[src/rtl/load_ext_pkg.sv]
// Shared types and helpers for the MEM-stage load sequencer.
// Load type codes, FSM encodings and split-access detection.
package load_ext_pkg;

    localparam logic [2:0] LT_LB  = 3'b000;
    localparam logic [2:0] LT_LH  = 3'b001;
    localparam logic [2:0] LT_LW  = 3'b010;
    localparam logic [2:0] LT_LBU = 3'b100;
    localparam logic [2:0] LT_LHU = 3'b101;

    typedef enum logic [1:0] {
        ST_IDLE  = 2'd0,
        ST_WAIT0 = 2'd1,
        ST_WAIT1 = 2'd2
    } state_t;

    function automatic logic type_valid(input logic [2:0] t);
        return (t == LT_LB) || (t == LT_LH) || (t == LT_LW) ||
               (t == LT_LBU) || (t == LT_LHU);
    endfunction

    // True when the access spills into the next word
    function automatic logic needs_split(input logic [2:0] t,
                                         input logic [1:0] off);
        logic s;
        s = 1'b0;
        unique case (1'b1)
            (t == LT_LH) || (t == LT_LHU): s = (off == 2'd3);
            (t == LT_LW):                  s = (off != 2'd0);
            default:                       s = 1'b0;
        endcase
        return s;
    endfunction

endpackage

[src/rtl/load_ext_ctrl_extend.sv]
// Byte-lane select and sign/zero extension of a load result.
// Operates on the two-word little-endian byte stream {word1,word0}.
module ld_extend
    import load_ext_pkg::*;
(
    input  logic [63:0] i_stream,
    input  logic [1:0]  i_off,
    input  logic [2:0]  i_type,
    output logic [31:0] o_result
);

    logic [31:0] sel;
    logic        unused_hi;

    assign sel       = i_stream[{i_off, 3'b000} +: 32];
    assign unused_hi = ^i_stream[63:56];

    always_comb begin
        o_result = sel;
        unique case (i_type[1:0])
            2'b00:   o_result = {{24{sel[7] & ~i_type[2]}}, sel[7:0]};
            2'b01:   o_result = {{16{sel[15] & ~i_type[2]}}, sel[15:0]};
            default: o_result = sel;
        endcase
    end

endmodule

[src/rtl/load_ext_ctrl.sv]
// MEM-stage load sequencer: one or two word reads, then extract/extend.
// Misaligned accesses crossing a word issue a second read at +4.
module load_ext_ctrl
    import load_ext_pkg::*;
#(
    parameter int TIMEOUT = 16,
    parameter int CNT_W   = 5
) (
    input  logic        i_clk,
    input  logic        i_reset,
    input  logic        i_req,
    input  logic [31:0] i_addr,
    input  logic [2:0]  i_type,
    output logic        o_mem_rd,
    output logic [31:0] o_mem_addr,
    input  logic [31:0] i_mem_rdata,
    input  logic        i_mem_valid,
    output logic [31:0] o_data,
    output logic        o_valid,
    output logic        o_err,
    output logic        o_stall
);

    state_t state_q, state_d;

    logic [29:0]      wa_q, wa_d;
    logic [1:0]       off_q, off_d;
    logic [2:0]       type_q, type_d;
    logic [31:0]      word0_q, word0_d;
    logic [CNT_W-1:0] cnt_q, cnt_d;
    logic             mem_rd_q, mem_rd_d;
    logic [31:0]      mem_addr_q, mem_addr_d;
    logic [31:0]      data_q, data_d;
    logic             valid_q, valid_d;
    logic             err_q, err_d;

    logic        req_ok;
    logic        split;
    logic        to_hit;
    logic [63:0] stream;
    logic [31:0] ext_res;

    assign req_ok = i_req & type_valid(i_type);
    assign split  = needs_split(type_q, off_q);
    assign to_hit = (cnt_q == CNT_W'(TIMEOUT - 1));

    // WAIT0 extracts from the live word alone; WAIT1 merges both beats
    assign stream = (state_q == ST_WAIT1) ? {i_mem_rdata, word0_q}
                                          : {32'h0, i_mem_rdata};

    ld_extend u_ext (
        .i_stream (stream),
        .i_off    (off_q),
        .i_type   (type_q),
        .o_result (ext_res)
    );

    always_ff @(posedge i_clk or posedge i_reset) begin
        if (i_reset) begin
            state_q <= ST_IDLE;
        end else begin
            state_q <= state_d;
        end
    end

    always_comb begin
        state_d = state_q;
        unique case (state_q)
            ST_IDLE: begin
                if (req_ok) state_d = ST_WAIT0;
            end
            ST_WAIT0: begin
                if (i_mem_valid) state_d = split ? ST_WAIT1 : ST_IDLE;
                else if (to_hit) state_d = ST_IDLE;
            end
            ST_WAIT1: begin
                if (i_mem_valid || to_hit) state_d = ST_IDLE;
            end
            default: state_d = ST_IDLE;
        endcase
    end

    always_comb begin
        wa_d       = wa_q;
        off_d      = off_q;
        type_d     = type_q;
        word0_d    = word0_q;
        cnt_d      = cnt_q;
        mem_rd_d   = 1'b0;
        mem_addr_d = mem_addr_q;
        data_d     = data_q;
        valid_d    = 1'b0;
        err_d      = 1'b0;
        unique case (state_q)
            ST_IDLE: begin
                cnt_d = '0;
                if (req_ok) begin
                    wa_d       = i_addr[31:2];
                    off_d      = i_addr[1:0];
                    type_d     = i_type;
                    mem_rd_d   = 1'b1;
                    mem_addr_d = {i_addr[31:2], 2'b00};
                end else if (i_req) begin
                    err_d = 1'b1;
                end
            end
            ST_WAIT0: begin
                if (i_mem_valid) begin
                    word0_d = i_mem_rdata;
                    if (split) begin
                        mem_rd_d   = 1'b1;
                        mem_addr_d = {wa_q + 30'd1, 2'b00};
                        cnt_d      = '0;
                    end else begin
                        data_d  = ext_res;
                        valid_d = 1'b1;
                    end
                end else if (to_hit) begin
                    err_d = 1'b1;
                end else begin
                    cnt_d = cnt_q + CNT_W'(1);
                end
            end
            ST_WAIT1: begin
                if (i_mem_valid) begin
                    data_d  = ext_res;
                    valid_d = 1'b1;
                end else if (to_hit) begin
                    err_d = 1'b1;
                end else begin
                    cnt_d = cnt_q + CNT_W'(1);
                end
            end
            default: ;
        endcase
    end

    always_ff @(posedge i_clk or posedge i_reset) begin
        if (i_reset) begin
            wa_q       <= '0;
            off_q      <= '0;
            type_q     <= '0;
            word0_q    <= '0;
            cnt_q      <= '0;
            mem_rd_q   <= 1'b0;
            mem_addr_q <= '0;
            data_q     <= '0;
            valid_q    <= 1'b0;
            err_q      <= 1'b0;
        end else begin
            wa_q       <= wa_d;
            off_q      <= off_d;
            type_q     <= type_d;
            word0_q    <= word0_d;
            cnt_q      <= cnt_d;
            mem_rd_q   <= mem_rd_d;
            mem_addr_q <= mem_addr_d;
            data_q     <= data_d;
            valid_q    <= valid_d;
            err_q      <= err_d;
        end
    end

    assign o_mem_rd   = mem_rd_q;
    assign o_mem_addr = mem_addr_q;
    assign o_data     = data_q;
    assign o_valid    = valid_q;
    assign o_err      = err_q;
    assign o_stall    = (state_q != ST_IDLE) | req_ok;

endmodule
[config.mk]
export PLATFORM = sky130hd
export DESIGN_NAME = load_ext_ctrl
export DESIGN_NICKNAME = d
export VERILOG_FILES = /design/src/rtl/load_ext_pkg.sv /design/src/rtl/load_ext_ctrl_extend.sv /design/src/rtl/load_ext_ctrl.sv
export SDC_FILE = /design/constraint.sdc
export NUM_CORES = 1
export LEC_CHECK = 0
export CAP_MARGIN = 20
export CORE_MARGIN = 2
export CORE_UTILIZATION = 50
export DETAILED_ROUTE_END_ITERATION = 8
export DONT_BUFFER_PORTS = 1
export RECOVER_POWER = 50
export REMOVE_ABC_BUFFERS = 1
export SYNTH_ARGS = -nofsm -noshare
export SYNTH_HDL_FRONTEND = slang
export SYNTH_SLANG_ARGS = --single-unit
export TNS_END_PERCENT = 5
[constraint.sdc]
create_clock -name i_clk -period 5.31 [get_ports i_clk]
set_input_delay 0.531 -clock i_clk [delete_from_list [all_inputs] [get_ports i_clk]]
set_output_delay 0.531 -clock i_clk [all_outputs]
set_load 0.05 [all_outputs]
# ---- Word-level counts from Yosys, hierarchy flattened
# Index checks and enable logic that the tools add are counted.
# W data, S select, Z words.
dict set report totals {
  reg_bits 141
  elab_cells 96
  output_inout_bits 68
}
dict set report classes {
  add_sub_neg 2
  bitwise_logic 5
  n_shift 1
  muxes 35
  n_reduce_logical 21
  eq_ne 21
}
# cell count
set op_table {}
lappend op_table {{$mux W32} 6}
lappend op_table {{$pmux W32 S2} 3}
lappend op_table {{$mux W64} 1}
lappend op_table {{$shiftx A64 B6 Y32} 1}
lappend op_table {{$add A30 B1 Y30 const B} 1}
lappend op_table {{$mux W5} 4}
lappend op_table {{$pmux W5 S3} 1}
lappend op_table {{$ne A2 B2 Y1 const B} 6}
lappend op_table {{$mux W1} 10}
lappend op_table {{$mux W2} 5}
lappend op_table {{$eq A3 B3 Y1 const B} 3}
lappend op_table {{$pmux W1 S2} 4}
lappend op_table {{$reduce_and A4 Y1} 2}
lappend op_table {{$reduce_bool A2 Y1} 4}
lappend op_table {{$eq A3 B1 Y1 const B} 2}
lappend op_table {{$eq A3 B2 Y1 const B} 2}
lappend op_table {{$logic_or A1 B1 Y1} 6}
lappend op_table {{$ne A3 B3 Y1 const B} 2}
lappend op_table {{$pmux W2 S3} 1}
lappend op_table {{$reduce_and A3 Y1} 2}
lappend op_table {{$add A5 B1 Y5 const B} 1}
lappend op_table {{$eq A5 B4 Y1 const B} 1}
lappend op_table {{$eq A2 B1 Y1 const B} 2}
lappend op_table {{$eq A2 B2 Y1 const B} 2}
lappend op_table {{other kinds (9)} 13}

# ---- Longest topological paths before layout
# Gate-level depths: netlist (run 1).
dict set report logic_depth {
  word_depth 8
  ltp_mapped 12
  depth_no_buf 7
}

# ---- Modules after synthesis
# Synthesis (run 1) repeated with hierarchy kept, for this count alone.
dict set report hier_totals {
  hier_cells 700
  area_unflattened_um2 8051.5
}
# mod area_each_um2 n_inst cells_per_inst
set by_module_without_submodules {}
lappend by_module_without_submodules {load_ext_ctrl 6931.6 1 599}
lappend by_module_without_submodules {ld_extend 1119.8 1 101}

# ---- Least setup slack after synthesis (run 1)
# Ideal clock, no wire load.
dict set report synth_timing {
  path_type {register to register}
  startpoint {register state_q[0]}
  endpoint {register data_q[16], in the netlist o_data[16]}
  stages_incl_launch_ff 11
  synth_period_minus_slack_ns 2.412
  slack_ns 2.898
  arrival_ns 2.330
  t_required_ns 5.229
  cell_sequence {dfrtp_1 inv_1 ha_1 buf_4 buf_8 mux2i_1 mux4_2 or4_4 o41a_4 buf_6 a31oi_2}
}
dict set report synth_via {
  elab_chain_cells 8
  elab_cells_between_ends 16
  classes_between {eq/ne: 5; shift: 1; mux: 6; bitwise: 2; reduce/logical: 2}
}
# item line_no
set synth_rtl {}
lappend synth_rtl {{start, declared} load_ext_ctrl.sv:24} ;# state_t state_q, state_d;
lappend synth_rtl {{start signal, assigned} load_ext_ctrl.sv:62} ;# state_q <= state_d;
lappend synth_rtl {{$eq A2 B2 Y1} {load_ext_ctrl.sv:48, load_ext_ctrl.sv:94}}
lappend synth_rtl {{$mux W64} load_ext_ctrl.sv:48} ;# assign stream = (state_q == ST_WAIT1) ? {i_mem_rdata, word0_q}
lappend synth_rtl {{$shiftx A64 B6 Y32} load_ext_ctrl_extend.sv:15} ;# assign sel = i_stream[{i_off, 3'b000} +: 32];
lappend synth_rtl {{$and A1 B1 Y1, on equally long branches} {load_ext_ctrl_extend.sv:22, load_ext_ctrl_extend.sv:21}}
lappend synth_rtl {{$pmux W32 S2} load_ext_ctrl_extend.sv:20} ;# unique case (i_type[1:0])
lappend synth_rtl {{$mux W32} load_ext_ctrl.sv:110} ;# if (split) begin
lappend synth_rtl {{$mux W32} load_ext_ctrl.sv:108} ;# if (i_mem_valid) begin
lappend synth_rtl {{$pmux W32 S2} load_ext_ctrl.sv:94} ;# unique case (state_q)
lappend synth_rtl {{end signal, assigned} load_ext_ctrl.sv:158} ;# data_q <= data_d;
lappend synth_rtl {{end, declared} load_ext_ctrl.sv:33} ;# logic [31:0] data_q, data_d;
# Parallel ways exist; a longest one is shown, timed or not. The select of a mux whose other input is x is not followed.
# A chain may end at the register's enable or synchronous reset.

# ---- Worst setup path after layout (run 1)
dict set report layout_timing {
  startpoint {register state_q[0]}
  endpoint {register data_q[9], in the netlist o_data[9]}
}
dict set report layout_via {
  elab_chain_cells 8
  elab_cells_between_ends 15
  classes_between {eq/ne: 5; shift: 1; mux: 6; bitwise: 1; reduce/logical: 2}
}
# item line_no
set layout_rtl {}
lappend layout_rtl {{$eq A2 B2 Y1} {load_ext_ctrl.sv:48, load_ext_ctrl.sv:94}}
lappend layout_rtl {{$mux W64} load_ext_ctrl.sv:48}
lappend layout_rtl {{$shiftx A64 B6 Y32} load_ext_ctrl_extend.sv:15}
lappend layout_rtl {{$and A1 B1 Y1} load_ext_ctrl_extend.sv:21} ;# 2'b00: o_result = {{24{sel[7] & ~i_type[2]}}, sel[7:0]};
lappend layout_rtl {{$pmux W32 S2} load_ext_ctrl_extend.sv:20}
lappend layout_rtl {{$mux W32} load_ext_ctrl.sv:110}
lappend layout_rtl {{$mux W32} load_ext_ctrl.sv:108}
lappend layout_rtl {{$pmux W32 S2} load_ext_ctrl.sv:94}
# Parallel ways exist; a longest one is shown, timed or not. The select of a mux whose other input is x is not followed.

==> metrics.txt, run 1 <==
IO buf count 0; R2R depth 7; Primary FF master, synth dfrtp_1; vias in the first global route 5631; register area share after synthesis 0.454; Tmin final between 3 and 4 ns; Area contributors post-synth dfrtp_1 (45%), mux2_2 (9.3%), mux2i_1 (8.7%); Avg Cell Area, Syn 10.4 µm²; clk_skew 0.00559 ns; cell count after synthesis 735; row count 45; Lkg Pwr 3.33 nW; Routed WL 19.0 mm; data required time at the worst endpoint 5.61 ns; gr ovfl total 0; first-pass GRT wire length 30.8 mm; fill count between 1k and 1.5k; GPL Wtd Cong between 0.8 and 0.9; Critical Path Source Type register; Detailed Place HPWL 12.9 mm; Slew HR -0.472; total CTS buffers 17; largest net degree at the start of global routing 100; Post-Syn Area between 7000 and 8000 µm²; Pre-antenna DRT Iters 5; cts repair resizes 0; CTS Sinks 139; antenna violations before repair 0; critical path arrival 3.41 ns; Achievable Freq 0.322 GHz; min-delay worst type in -> async; DRC Markers 0; max-cap viol count 1; Via density 6.22; total track usage 0.242; endpoints failing setup 0; root buffer cell clkbuf_16; final period utilization 0.585; Post-synth ARST share 1.00; Ys Warns 0; RSZ-0062 raised after global routing false; power per standard cell area 733 nW/µm²; final hold viol count 0; die footprint 16300 µm²; proportion of layout cells with a drive suffix above 1 0.184; drt first-iter violations 505; Antenna Violating Nets Remaining 0; max-slew violations 42; VDD IR-drop max 365 µV; routed length per instance about 21 µm; worst reg2reg endpoint o_data[9]$_DFFE_PP0P_; CTS tree yes; Die Span X 128 µm; Setup crit start state_q[0]$_DFFE_PP0P_; n_diodes 0; Starting Density 0.508; Clock transition at path regs 0.06 ns; number of enable flip-flop cells after synthesis 0; Setup CP Type reg -> reg; slew at the pin with the worst max-slew slack 2.21 ns; synth-to-layout area growth 9.27%; worst skew pair latency 0.43 ns; Synth area leader dfrtp_1; nets 785; top cell type's share of synthesized area 0.454; setup_tns 0 ns; H-tree depth 4; Vias 5655; unique cell type count in the Yosys netlist 63; status finished, violations left; reg2reg setup slack 2.20 ns; Hold Buf Count CTS 0; Die Height 128 µm; number of synthesized register bits 139; largest buffer count on any clock path 2; worst slack at placement 2.16 ns; number of setup buffers added after CTS 0; Worst setup EP type register; CP endpoint o_data[9]$_DFFE_PP0P_; FF-to-FF Start state_q[0]$_DFFE_PP0P_; I/O pin cnt 139; largest fanout on the critical path between 40 and 50; Core ar. 15100 µm²; final worst slack about 2.2 ns; violated checks max-capacitance violations, max-slew violations
[sequential cells by signal, summed over array words and instances, names as in the netlist]
register	cells
o_err	1
o_valid	1
type_q	3
cnt_q	5
word0_q	32
off_q	2
o_mem_rd	1
o_mem_addr	30
state_q	2
wa_q	30
o_data	32
[cell usage in the layout, fill, tap and decap left out, drive strengths merged, types with 8 or more instances in the layout]
cell	n
buf	8
nand4	11
nand2	77
inv	14
mux2i	67
mux4	8
o221ai	12
nor3	9
a31oi	17
clkbuf	20
o22ai	9
o21ai	58
nor2	44
nor4	12
nand3	13
xnor2	16
o211ai	20
mux2	63
dfrtp	139
a21oi	19
[per-layer routing]
metal,track usage,vias to the layer above,share of wire
met1,0.325,2805,0.44
met4,0.0963,0,0.025
met2,0.360,165,0.46
met3,0.0872,36,0.080
li1,-,2649,-
met5,0,-,0
[where the power goes]
part	leakage (nW)	switching (mW)	internal [mW]
registers	1.68	1.41	1.56
logic	1.35	1.01	0.915
clock network	0.304	0.445	0.804
total	3.33	2.86	3.27
[worst max-delay path: stages, from the launching register on]
cell	delay (ns)
dfrtp_1	0.42
inv_1	0.11
ha_2	0.59
inv_1	0.40
nor2_1	0.23
o21a_2	0.73
and2_1	0.39
a21oi_1	0.11
[cell families (layout without fill, tap and decap cells)]
family | count (synthesis) | count (layout) | share of synthesized area
adder cells (fa/ha/maj) | 6 | 6 | 0.00979
XOR/XNOR | 22 | 22 | 0.0251
multiplexers | 138 | 138 | 0.204
AO/OA/AOI/OAI | 163 | 163 | 0.146
AND/OR/NAND/NOR | 196 | 196 | 0.122
other | 1 | 2 | 0.000489
flip-flops | 139 | 139 | 0.454
buffers and inverters | 70 | 55 | 0.0397
[final cells by class]
class | count | area, µm² | share of cell area
sequential | 139 | 3480 | 0.415
multi-input combinational | 527 | 3900 | 0.466
clock buffer | 19 | 453 | 0.0541
inverter | 14 | 57.6 | 0.00687
clock inverter | 13 | 173 | 0.0206
tap | 188 | 235 | 0.0281
timing repair buffer | 9 | 76.3 | 0.00911
[cells in the mapped netlist, types with 6 or more instances]
master / instances
nand4_1: 10
xor2_1: 6
nand3b_1: 6
ha_1: 6
a21oi_1: 19
o21ai_0: 40
clkbuf_1: 38
o221ai_1: 12
o211ai_1: 20
buf_2: 9
o22ai_1: 9
dfrtp_1: 139
xnor2_1: 16
mux2_2: 63
nand2_1: 77
a31oi_1: 7
mux4_2: 8
nor2_1: 44
a31oi_2: 10
o21ai_1: 18
nor4_1: 12
mux2i_1: 67
nor3_1: 9
inv_1: 13
nand3_1: 13
[worst min-delay path by stage]
stage                                        from                          to  depth (start not counted)
after CTS                                 i_reset  o_mem_addr[11]$_DFFE_PP0P_                          1
final                                     i_reset  o_mem_addr[11]$_DFFE_PP0P_                          1
after global routing                   i_addr[22]        wa_q[20]$_DFFE_PP0P_                          2
after detailed placement  word0_q[23]$_DFFE_PP0P_     word0_q[23]$_DFFE_PP0P_                          2
after floorplan           word0_q[23]$_DFFE_PP0P_     word0_q[23]$_DFFE_PP0P_                          2
after global placement    word0_q[23]$_DFFE_PP0P_     word0_q[23]$_DFFE_PP0P_                          2
[through the flow]
stage / util / hold slack, ns / area, µm² / power (mW) / cells
global placement: 0.513 / 0.486 / 7740 / 4.81 / 876
finish: 0.555 / 0.128 / 8380 / 6.14 / 909
global route: 0.555 / 0.218 / 8380 / 6.52 / 909
floorplan: - / 0.470 / 7420 / 4.35 / 680
detailed placement: 0.513 / 0.492 / 7740 / 4.90 / 876
CTS: 0.554 / 0.200 / 8370 / 6.17 / 908
(Power assumes the default switching activity.)
==> inputs of run 2 (changes only) <==
PLACE_DENSITY = 0.68   (was not set)
clock period = 2.75 ns   (was 5.31 ns; I/O delays follow)
==> metrics.txt, run 2 (synthesis gave the netlist of run 1 again) <==
status finished, violations left; violated checks max-capacitance violations, max-slew violations; first-pass GRT wire length 33.0 mm (+7.1%); Setup CP Type reg -> reg; endpoints failing setup 0 (unchanged); busiest layer in global routing met2; Die Height 128 µm (unchanged); Setup crit start state_q[0]$_DFFE_PP0P_; Clock transition at path regs 0.06 ns (about the same); die footprint 16300 µm² (unchanged); data required time at the worst endpoint 3.09 ns (-2.52 ns); Core ar. 15100 µm² (unchanged); IO buf count 0 (unchanged); final period utilization 0.930 (+0.345); RSZ-0062 raised after global routing false; drt first-iter violations 410 (-19%); most frequent cells in the layout dfrtp_1 (138), nand2_1 (77), mux2i_1 (67), mux2_2 (63), dlygate4sd3_1 (63); gr ovfl total 0 (unchanged); Pre-antenna DRT Iters 5 (unchanged); min-delay worst type in -> reg; number of setup buffers added after CTS 0 (unchanged); worst skew pair latency 0.43 ns (about the same); R2R depth 8 (+1); most common cell after layout, fill and taps aside dfrtp_1; hold_ws 0.00748 ns (-0.120 ns); DRC Markers 0 (unchanged); cts repair resizes 0 (unchanged); Antenna Violating Nets Remaining 0 (unchanged); antenna violations before repair 1 (+1); max-slew violations 88 (+110%); VDD IR-drop max 613 µV (+68%); Vias 6075 (+7.4%); Slew HR -0.294 (+0.177); Via density 6.17 (-0.86%); fill count 1220 (-7.6%); FF-to-FF Start state_q[0]$_DFFE_PP0P_; Die Span X 128 µm (unchanged); routed length per instance 20.9 µm (+0.16%); synth-to-layout area growth 19.6%; Hold EP o_err$_DFF_PP0_; root buffer cell clkbuf_16; met3 usage 0.0881 (+0.000835); row count 45 (unchanged); Critical Path Source Type register; CTS tree yes; final hold viol count 0 (unchanged); GR Layer Usage met2 0.404 (+0.0440); proportion of layout cells with a drive suffix above 1 0.183 (-0.00105); CTS Sinks 139 (unchanged); Starting Density 0.508 (unchanged); vias in the first global route 6280 (+12%); total track usage 0.260 (+0.0175); critical path arrival 2.89 ns (-0.52 ns); clk_skew 0.0106 ns (+0.00504 ns); worst reg2reg endpoint o_data[20]$_DFFE_PP0P_; largest fanout on the critical path 22 (-49%); H-tree depth 4 (unchanged); Detailed Place HPWL 13.3 mm (+3.1%); largest buffer count on any clock path 2 (unchanged); grt met1 use 0.344 (+0.0191); Achievable Freq 0.391 GHz (+22%); post-route insts no fill 985 (+8.4%); I/O pin cnt 139 (unchanged); max-cap viol count 1 (unchanged); Lkg Pwr 3.68 nW (+11%); GPL Wtd Cong 0.883 (+3.2%); Worst setup EP type register; Final Core Density 0.607 (+0.0523); worst slack at placement 0.256 ns (-1.90 ns); nets 861 (+9.7%); placed insts 890 (+1.6%); reg2reg setup slack 0.19 ns (-2.01 ns); power per standard cell area 1340 nW/µm² (+83%); final worst slack 0.192 ns (-2.01 ns); total CTS buffers 17 (unchanged); slew at the pin with the worst max-slew slack 1.94 ns (-0.266 ns); largest net degree at the start of global routing 89 (-11%); Hold Crit Depth 2; Worst Min Path Start i_req; Tmin final 2.56 ns (-0.551 ns); Routed WL 20.6 mm (+8.5%)
## run 2: cell types whose count changed in the layout (fill, tap and decap cells not counted), sizes merged
cell | previous run | this run
clkinv | 6 | 4
diode | 0 | 1
dlygate4sd3 | 0 | 63
buf | 8 | 22
clkinvlp | 3 | 2
bufinv | 4 | 5
## run 2: cell type report
| class | count | area [µm²] | share of cell area |
|---|---|---|---|
| Timing Repair Buffer | 85 | 833 | 0.0909 |
| Tap cell | 188 | 235 | 0.0257 |
| Inverter | 14 | 56.3 | 0.00614 |
| Clock inverter | 11 | 190 | 0.0208 |
| Multi-Input combinational cell | 527 | 3900 | 0.426 |
| Sequential cell | 139 | 3480 | 0.380 |
| Clock buffer | 20 | 467 | 0.0509 |
| Antenna cell | 1 | 2.50 | 0.000273 |
## run 2: layer usage
layer / wire length (µm) / share of wire
met2: 9690 / 0.47
met4: 374 / 0.018
met3: 1750 / 0.085
met1: 8770 / 0.43
met5: 0 / 0
## run 2: worst max path at each step
stage | endpoint | slack [ns] | cells past startpoint
2_1_floorplan | o_mem_addr[20]$_DFFE_PP0P_ | -1.75 | 6
5_1_grt | o_data[30]$_DFFE_PP0P_ | 0.05 | 7
6_report | o_data[20]$_DFFE_PP0P_ | 0.19 | 8
3_3_place_gp | o_data[9]$_DFFE_PP0P_ | 0.39 | 8
3_5_place_dp | o_data[30]$_DFFE_PP0P_ | 0.26 | 8
4_1_cts | o_data[31]$_DFFE_PP0P_ | 0.23 | 8
## run 2: what timing repair did
| item | in CTS | in global routing |
|---|---|---|
| endpoints found under the setup margin | 0 | 0 |
| endpoints found under the hold margin | 147 | 2 |
| hold buffers | 61 | 2 |
## run 2: worst max-delay path, cell delays in order (launching register included)
cell and delay [ns]:
dfrtp_1 0.41, inv_1 0.11, ha_2 0.27, buf_4 0.35, inv_1 0.23, o221ai_1 0.13
o311ai_1 0.20, o41a_4 0.52, a31oi_2 0.24
## run 2: power breakdown
part	switching [mW]	leakage, nW	internal (mW)
Combinational	2.16	1.68	1.90
Clock	0.897	0.322	1.68
Sequential	2.63	1.68	3.01
## run 2: metrics by stage
stage | power (mW) | setup TNS, ns | instance area, µm²
floorplan | 8.39 | -252.21 | 7420
global placement | 9.40 | 0 | 7880
detailed placement | 9.59 | 0 | 7880
CTS | 12.3 | 0 | 9150
global route | 12.9 | 0 | 9170
finish | 12.3 | 0 | 9170
